<file path="config.mk">
export PLATFORM = sky130hd
export DESIGN_NAME = adder_bist_ctrl
export DESIGN_NICKNAME = d
export VERILOG_FILES = /design/src/rtl/adder_bist_ctrl.sv
export SDC_FILE = /design/constraint.sdc
export NUM_CORES = 1
export LEC_CHECK = 0
export BUFFER_PORTS_ARGS = -buffer_cell sky130_fd_sc_hd__buf_4
export CAP_MARGIN = 20
export CORE_MARGIN = 3
export CORE_UTILIZATION = 49
export DETAILED_ROUTE_END_ITERATION = 7
export GPL_TIMING_DRIVEN = 0
export PLACE_DENSITY = 0.74
export SKIP_LAST_GASP = 1
export SLEW_MARGIN = 25
export SYNTH_ARGS = -nofsm -noshare
export SYNTH_HDL_FRONTEND = slang
export SYNTH_SLANG_ARGS = --single-unit
</file>
<file path="constraint.sdc">
create_clock -name clk -period 2.5 [get_ports clk]
set_clock_uncertainty 0.15 [all_clocks]
set_input_delay 0.5 -clock clk [delete_from_list [all_inputs] [get_ports clk]]
set_output_delay 0.5 -clock clk [all_outputs]
set_load 0.02 [all_outputs]
</file>
<file path="src/rtl/adder_bist_ctrl.sv">
// Exhaustive built-in self-test controller for a combinational adder: sweeps
// every operand pair, compares the returned sum/carry with a+b, reports results.
module adder_bist_ctrl #(
  parameter int WIDTH  = 1,
  parameter int SETTLE = 1,
  parameter int ERR_W  = 8
) (
  input  logic             clk,
  input  logic             rst,
  input  logic             start,
  output logic [WIDTH-1:0] a_out,
  output logic [WIDTH-1:0] b_out,
  input  logic [WIDTH-1:0] s_in,
  input  logic             cout_in,
  output logic             busy,
  output logic             done,
  output logic             pass,
  output logic [ERR_W-1:0] err_count,
  output logic [WIDTH-1:0] fail_a,
  output logic [WIDTH-1:0] fail_b
);

  localparam int VW = 2 * WIDTH;
  localparam int CW = $clog2(SETTLE + 1);

  typedef enum logic [2:0] {
    S_IDLE, S_DRIVE, S_WAIT, S_CHECK, S_DONE
  } state_t;

  state_t           state_q, state_d;
  logic [VW-1:0]    vec_q, vec_d;
  logic [WIDTH-1:0] a_q, a_d, b_q, b_d;
  logic [CW-1:0]    wait_q, wait_d;
  logic [ERR_W-1:0] err_q, err_d;
  logic [WIDTH-1:0] fa_q, fa_d, fb_q, fb_d;
  logic             seen_q, seen_d;
  logic             pass_q, pass_d;
  logic [WIDTH:0]   golden;
  logic             mismatch;

  // Golden sum is kept at WIDTH+1 bits so the carry is compared too.
  always_comb begin
    golden   = {1'b0, a_q} + {1'b0, b_q};
    mismatch = ({cout_in, s_in} != golden);
  end

  always_comb begin
    state_d = state_q;
    vec_d   = vec_q;
    a_d     = a_q;
    b_d     = b_q;
    wait_d  = wait_q;
    err_d   = err_q;
    fa_d    = fa_q;
    fb_d    = fb_q;
    seen_d  = seen_q;
    pass_d  = pass_q;
    case (state_q)
      S_IDLE, S_DONE: begin
        if (start) begin
          vec_d   = '0;
          err_d   = '0;
          fa_d    = '0;
          fb_d    = '0;
          seen_d  = 1'b0;
          pass_d  = 1'b0;
          state_d = S_DRIVE;
        end
      end
      S_DRIVE: begin
        a_d     = vec_q[VW-1:WIDTH];
        b_d     = vec_q[WIDTH-1:0];
        wait_d  = CW'(SETTLE);
        state_d = S_WAIT;
      end
      S_WAIT: begin
        if (wait_q == CW'(1)) state_d = S_CHECK;
        else                  wait_d  = wait_q - CW'(1);
      end
      S_CHECK: begin
        if (mismatch) begin
          if (err_q != '1) err_d = err_q + ERR_W'(1);
          if (!seen_q) begin
            fa_d   = a_q;
            fb_d   = b_q;
            seen_d = 1'b1;
          end
        end
        if (vec_q == '1) begin
          pass_d  = (err_d == '0);
          state_d = S_DONE;
        end else begin
          vec_d   = vec_q + VW'(1);
          state_d = S_DRIVE;
        end
      end
      default: state_d = S_IDLE;
    endcase
  end

  always_ff @(posedge clk) begin
    if (rst) begin
      state_q <= S_IDLE;
      vec_q   <= '0;
      a_q     <= '0;
      b_q     <= '0;
      wait_q  <= '0;
      err_q   <= '0;
      fa_q    <= '0;
      fb_q    <= '0;
      seen_q  <= 1'b0;
      pass_q  <= 1'b0;
    end else begin
      state_q <= state_d;
      vec_q   <= vec_d;
      a_q     <= a_d;
      b_q     <= b_d;
      wait_q  <= wait_d;
      err_q   <= err_d;
      fa_q    <= fa_d;
      fb_q    <= fb_d;
      seen_q  <= seen_d;
      pass_q  <= pass_d;
    end
  end

  assign a_out     = a_q;
  assign b_out     = b_q;
  assign busy      = (state_q == S_DRIVE) || (state_q == S_WAIT) || (state_q == S_CHECK);
  assign done      = (state_q == S_DONE);
  assign pass      = pass_q;
  assign err_count = err_q;
  assign fail_a    = fa_q;
  assign fail_b    = fb_q;

endmodule

</file>
# Word-level counts from Yosys, hierarchy flattened
# Index checks and enable logic that the tools add are counted.
# Widths: inputs -> output; s select.
# totals
register_bits	20
latch_bits	0
ramBits	0
romBits	0
input_bits	5
output_inout_bits	15
word_cells	65
n_memories	0
# op_classes
addsub	4
n_mul	0
div	0
n_lt_le_gt_ge	0
eq_ne	13
n_shift	0
n_mux	25
bitwise	0
reduce_logical	13
# ops
cell	n
$mux 8	4
$pmux 8 s2	1
$ne 2x2->1 const B	6
$pmux 3 s4	1
$pmux 1 s2	5
$mux 3	3
$reduce_and 3->1	3
$add 8x1->8 const B	1
$logic_not 8->1	1
$mux 1	8
$ne 8x8->1 const B	1
$eq 3x2->1 const B	2
$mux 2	2
$pmux 2 s2	1
$reduce_and 2->1	2
$reduce_and 4->1	1
$reduce_bool 2->1	2
$eq 3x1->1 const B	1
$eq 3x3->1 const B	1
$logic_not 3->1	1
$add 1x1->2	1
$add 2x1->2 const B	1
$eq 2x2->1 const B	1
$logic_or 1x1->1	2
3 further kinds	3

# Logic depth before layout (Yosys ltp)
# depth
word_depth	7
ltp_mapped	7
depth_no_buf	6

# Worst setup path before layout
# No wires, ideal clock.
# synth_path
path_type	flip-flop to flip-flop
start	reg b_q, in the netlist b_out
end	reg pass_q, in the netlist pass
setup_time_ps	87
t_arrival_ps	2420
required_ps	2263
setup_slack_ps	-157
stages_incl_launch_ff	7
path_buffers	0
synth_period_minus_slack_ps	2657
path_cell_list	dfxtp_1 -> ha_1 -> xnor2_2 -> a2111oi_1 -> mux2_1 -> or4b_1 -> o31ai_1
# synth_between
elab_chain_len	7
# synth_rtl
element	line	rtl
start, declared	32	logic [WIDTH-1:0] a_q, a_d, b_q, b_d;
start signal, assigned	106	b_q <= '0;
start signal, assigned	117	b_q <= b_d;
$add 1x1->2	43	golden = {1'b0, a_q} + {1'b0, b_q};
$ne 2x2->1	44	mismatch = ({cout_in, s_in} != golden);
$mux 8	81	if (mismatch) begin
$mux 8	58	case (state_q)
$logic_not 8->1	90	pass_d = (err_d == '0);
$mux 1	89	if (vec_q == '1) begin
$pmux 1 s2	58	
end signal, assigned	123	pass_q <= pass_d;
end, declared	37	logic pass_q, pass_d;
# No other way between the ends. The select of a mux whose other input is x is not followed.
# A chain may end at the register's enable or synchronous reset.

# Worst setup path after layout
# Ends and elaborated chain as after synthesis.

==> results.sh <==
export IMPL_status="finished clean"
export IMPL_ys_warn_count=0
export IMPL_drtAntennaViolNets=0
export IMPL_start_util_pct=55.2
export IMPL_fmax_mhz=415
export IMPL_first_pass_iters=4
export IMPL_dpl_cell_area_sq_mm=0.00136
export IMPL_num_io_pins=20
export IMPL_routed_wl_um=2860
export IMPL_clk_latency_ns=0.30
export IMPL_cts_tree="built"
export IMPL_utilization_pct=68.0
export IMPL_antenna_cells=0
export IMPL_final_hold_viol_count=0
export IMPL_syn_area_per_cell_sq_um=8.23
export IMPL_io_buffers=19
export IMPL_worst_pin_slew_ns=0.468
export IMPL_dp_hpwl_um=1970
export IMPL_hold_path_class="input pin to register"
export IMPL_synth_adder_area_share_pct=3.24
export IMPL_preCtsSetupSlack_ns=-0.0580
export IMPL_cp_data_arrival_time_ns=2.49
export IMPL_synth_compound_area_share_pct=21.0
export IMPL_mostFrequentLayoutCells="24 x nor2_1, 21 x buf_4, 18 x dfxtp_1"
export IMPL_grt_pass1_wl_um=4620
export IMPL_yosys_area_top_type_share_pct=34.5
export IMPL_holdWs_ns=0.326
export IMPL_antenna_found_initial=0
export IMPL_fin_crit_sh_pct=96.5
export IMPL_critical_path_class="register to register"
export IMPL_async_flop_share_pct=0
export IMPL_finish_instance_area_sq_mm=0.00143
export IMPL_synth_simple_area_share_pct=26.6
export IMPL_synth_edf_count=0
export IMPL_critPathLaunchType="register"
export IMPL_synth_top_cell_by_area="dfxtp_1"
export IMPL_synth_distinct_cells=43
export IMPL_largest_reg_flops=8
export IMPL_layout_setup_ws_ns=0.0887
export IMPL_rows=16
export IMPL_syn_cell_area_sq_mm=0.00116
export IMPL_path_max_fanout=5
export IMPL_fp_dieH_um=54.7
export IMPL_routed_via_density=6.06
export IMPL_fin_crit_ns=2.41
export IMPL_p_leak_uw=0.000564
export IMPL_final_common_cell="nor2_1"
export IMPL_ys_ff_latch=20
export IMPL_place_gp_congestion=0.918
export IMPL_fp_coreArea_sq_mm=0.00210
export IMPL_dieWidth_um=54.7
export IMPL_drt_iter0_markers=36
export IMPL_cts_buffers=3
export IMPL_synth_area_leaders="dfxtp_1 35%, nor2_1 7.8%, a21oi_1 5.2%"
export IMPL_path_clk_slew_ns=0.12
export IMPL_die_area_sq_mm=0.00299
export IMPL_yosysSeqAreaShare_pct=34.5
export IMPL_relSlewSlack_pct=68.0
export IMPL_grt_max_degree=12
export IMPL_ir_worst_vdd_v=0.000357
export IMPL_drc_errors=0
export IMPL_syn_nets=149
export IMPL_synth_top_flop_cell="dfxtp_1"
export IMPL_syn_to_final_growth_pct=23.3
export IMPL_cts_sinks=20
export IMPL_htree_levels=1
export IMPL_root_buffer="clkbuf_4"
export IMPL_syn_inst=141
export IMPL_fin_nets=174
export IMPL_vias=1164
export IMPL_maxCapViolCount=0
export IMPL_cts_buffer_depth=2
export IMPL_wl_per_cell_um=14.9
export IMPL_first_global_vias=995
export IMPL_drive_above_1_share_pct=23.0
export IMPL_pwr_density_cell_mw_per_mm2=503
export IMPL_synthXorXnorAreaFrac_pct=5.07
export IMPL_required_ns=2.58
export IMPL_track_usage_pct=21.4
export IMPL_final_max_slew_viol_count=0
export IMPL_synth_mux_area_share_pct=5.29
export IMPL_setup_viol=0
export IMPL_synth_top_family_by_area="simple AND/OR/NAND/NOR gates"
export IMPL_rsz0062_at_grt="true"
export IMPL_overflow=0
export IMPL_critPathCaptureType="register"
## kinds of logic (layout without fill, tap and decap cells)
logic type	Yosys count	after routing
simple gates	59	59
compound gates	37	37
flops	20	20
buf+inv	11	35
mux	6	6
xor+xnor	5	5
fa+ha+maj	3	3
## through the flow
step / power (uW) / setup TNS, ns / std cells
6_report: 720 / 0 / 192
4_1_cts: 720 / 0 / 191
3_3_place_gp: 524 / -0.0287 / 187
2_1_floorplan: 479 / 0 / 141
3_5_place_dp: 528 / -0.0580 / 187
5_1_grt: 763 / -0.0230 / 192
## critical path, cell delays in order (launching register included)
cell       delay (ns)
dfxtp_2          0.37
ha_4             0.26
xnor2_4          0.15
a2111oi_4        0.39
mux2_4           0.34
or4b_1           0.46
o31ai_1          0.21
## final cells by class
type | instances | area, sq um
Clock buffer | 4 | 36.3
Buffer | 7 | 33.8
Tap cell | 27 | 33.8
Multi-Input combinational cell | 110 | 756
Timing Repair Buffer | 20 | 150
Fill cell | 187 | 672
Sequential cell | 20 | 405
Inverter | 4 | 15.0
## timing repair
action | in CTS | in global routing
endpoints found under the setup margin | 1 | 1
resized for setup | 3 | 2
buffers inserted | 0 | 1
pin swaps | 1 | 5
hold buffers | 0 | 0
## power breakdown
group	switching, uW	leakage, uW	internal (uW)
Combinational	108	0.000380	66.9
Clock	104	0.0000210	88.9
Sequential	16.6	0.000163	335
Total	229	0.000564	491
## metal layers
metal  up-vias  wire (um)  share of wire (%)  GRT usage (%)
met2        39       1380                 48           35.0
li1        569          -                  -              -
met1       552       1290                 45           27.9
met3         4        177                6.2           5.18
met5         -          0                  0              0
met4         0         17               0.59           4.98
## path summary, 6_finish.rpt
path | start | slack, ns | depth (start not counted) | to
setup / recovery | b_out$_SDFFE_PP0P_ | 0.09 | 6 | pass$_SDFFE_PP0P_
hold / removal | start | 0.33 | 3 | state_q[2]$_SDFFE_PP0P_
setup reg to reg | b_out$_SDFFE_PP0P_ | 0.09 | 6 | pass$_SDFFE_PP0P_
hold reg to reg | wait_q$_SDFFE_PP0P_ | 0.35 | 2 | wait_q$_SDFFE_PP0P_
## cells in the mapped netlist (2+ instances only)
library cell  instances
ha_1                  3
a22oi_1               2
a21oi_1              12
a31oi_1               3
and2_1                2
and3b_1               2
nand2b_1              2
a211oi_1              2
and3_1                2
a2111oi_0             2
nand4_1               2
xnor2_1               2
nand2_1              10
buf_2                 3
nor3_1                2
nor2_1               24
mux2i_1               5
o21ai_0               6
dfxtp_1              20
clkbuf_1              3
nand3_1               5
xnor2_2               2
inv_1                 4
a311oi_1              2
No activity file was read; power rests on OpenSTA's default activity.
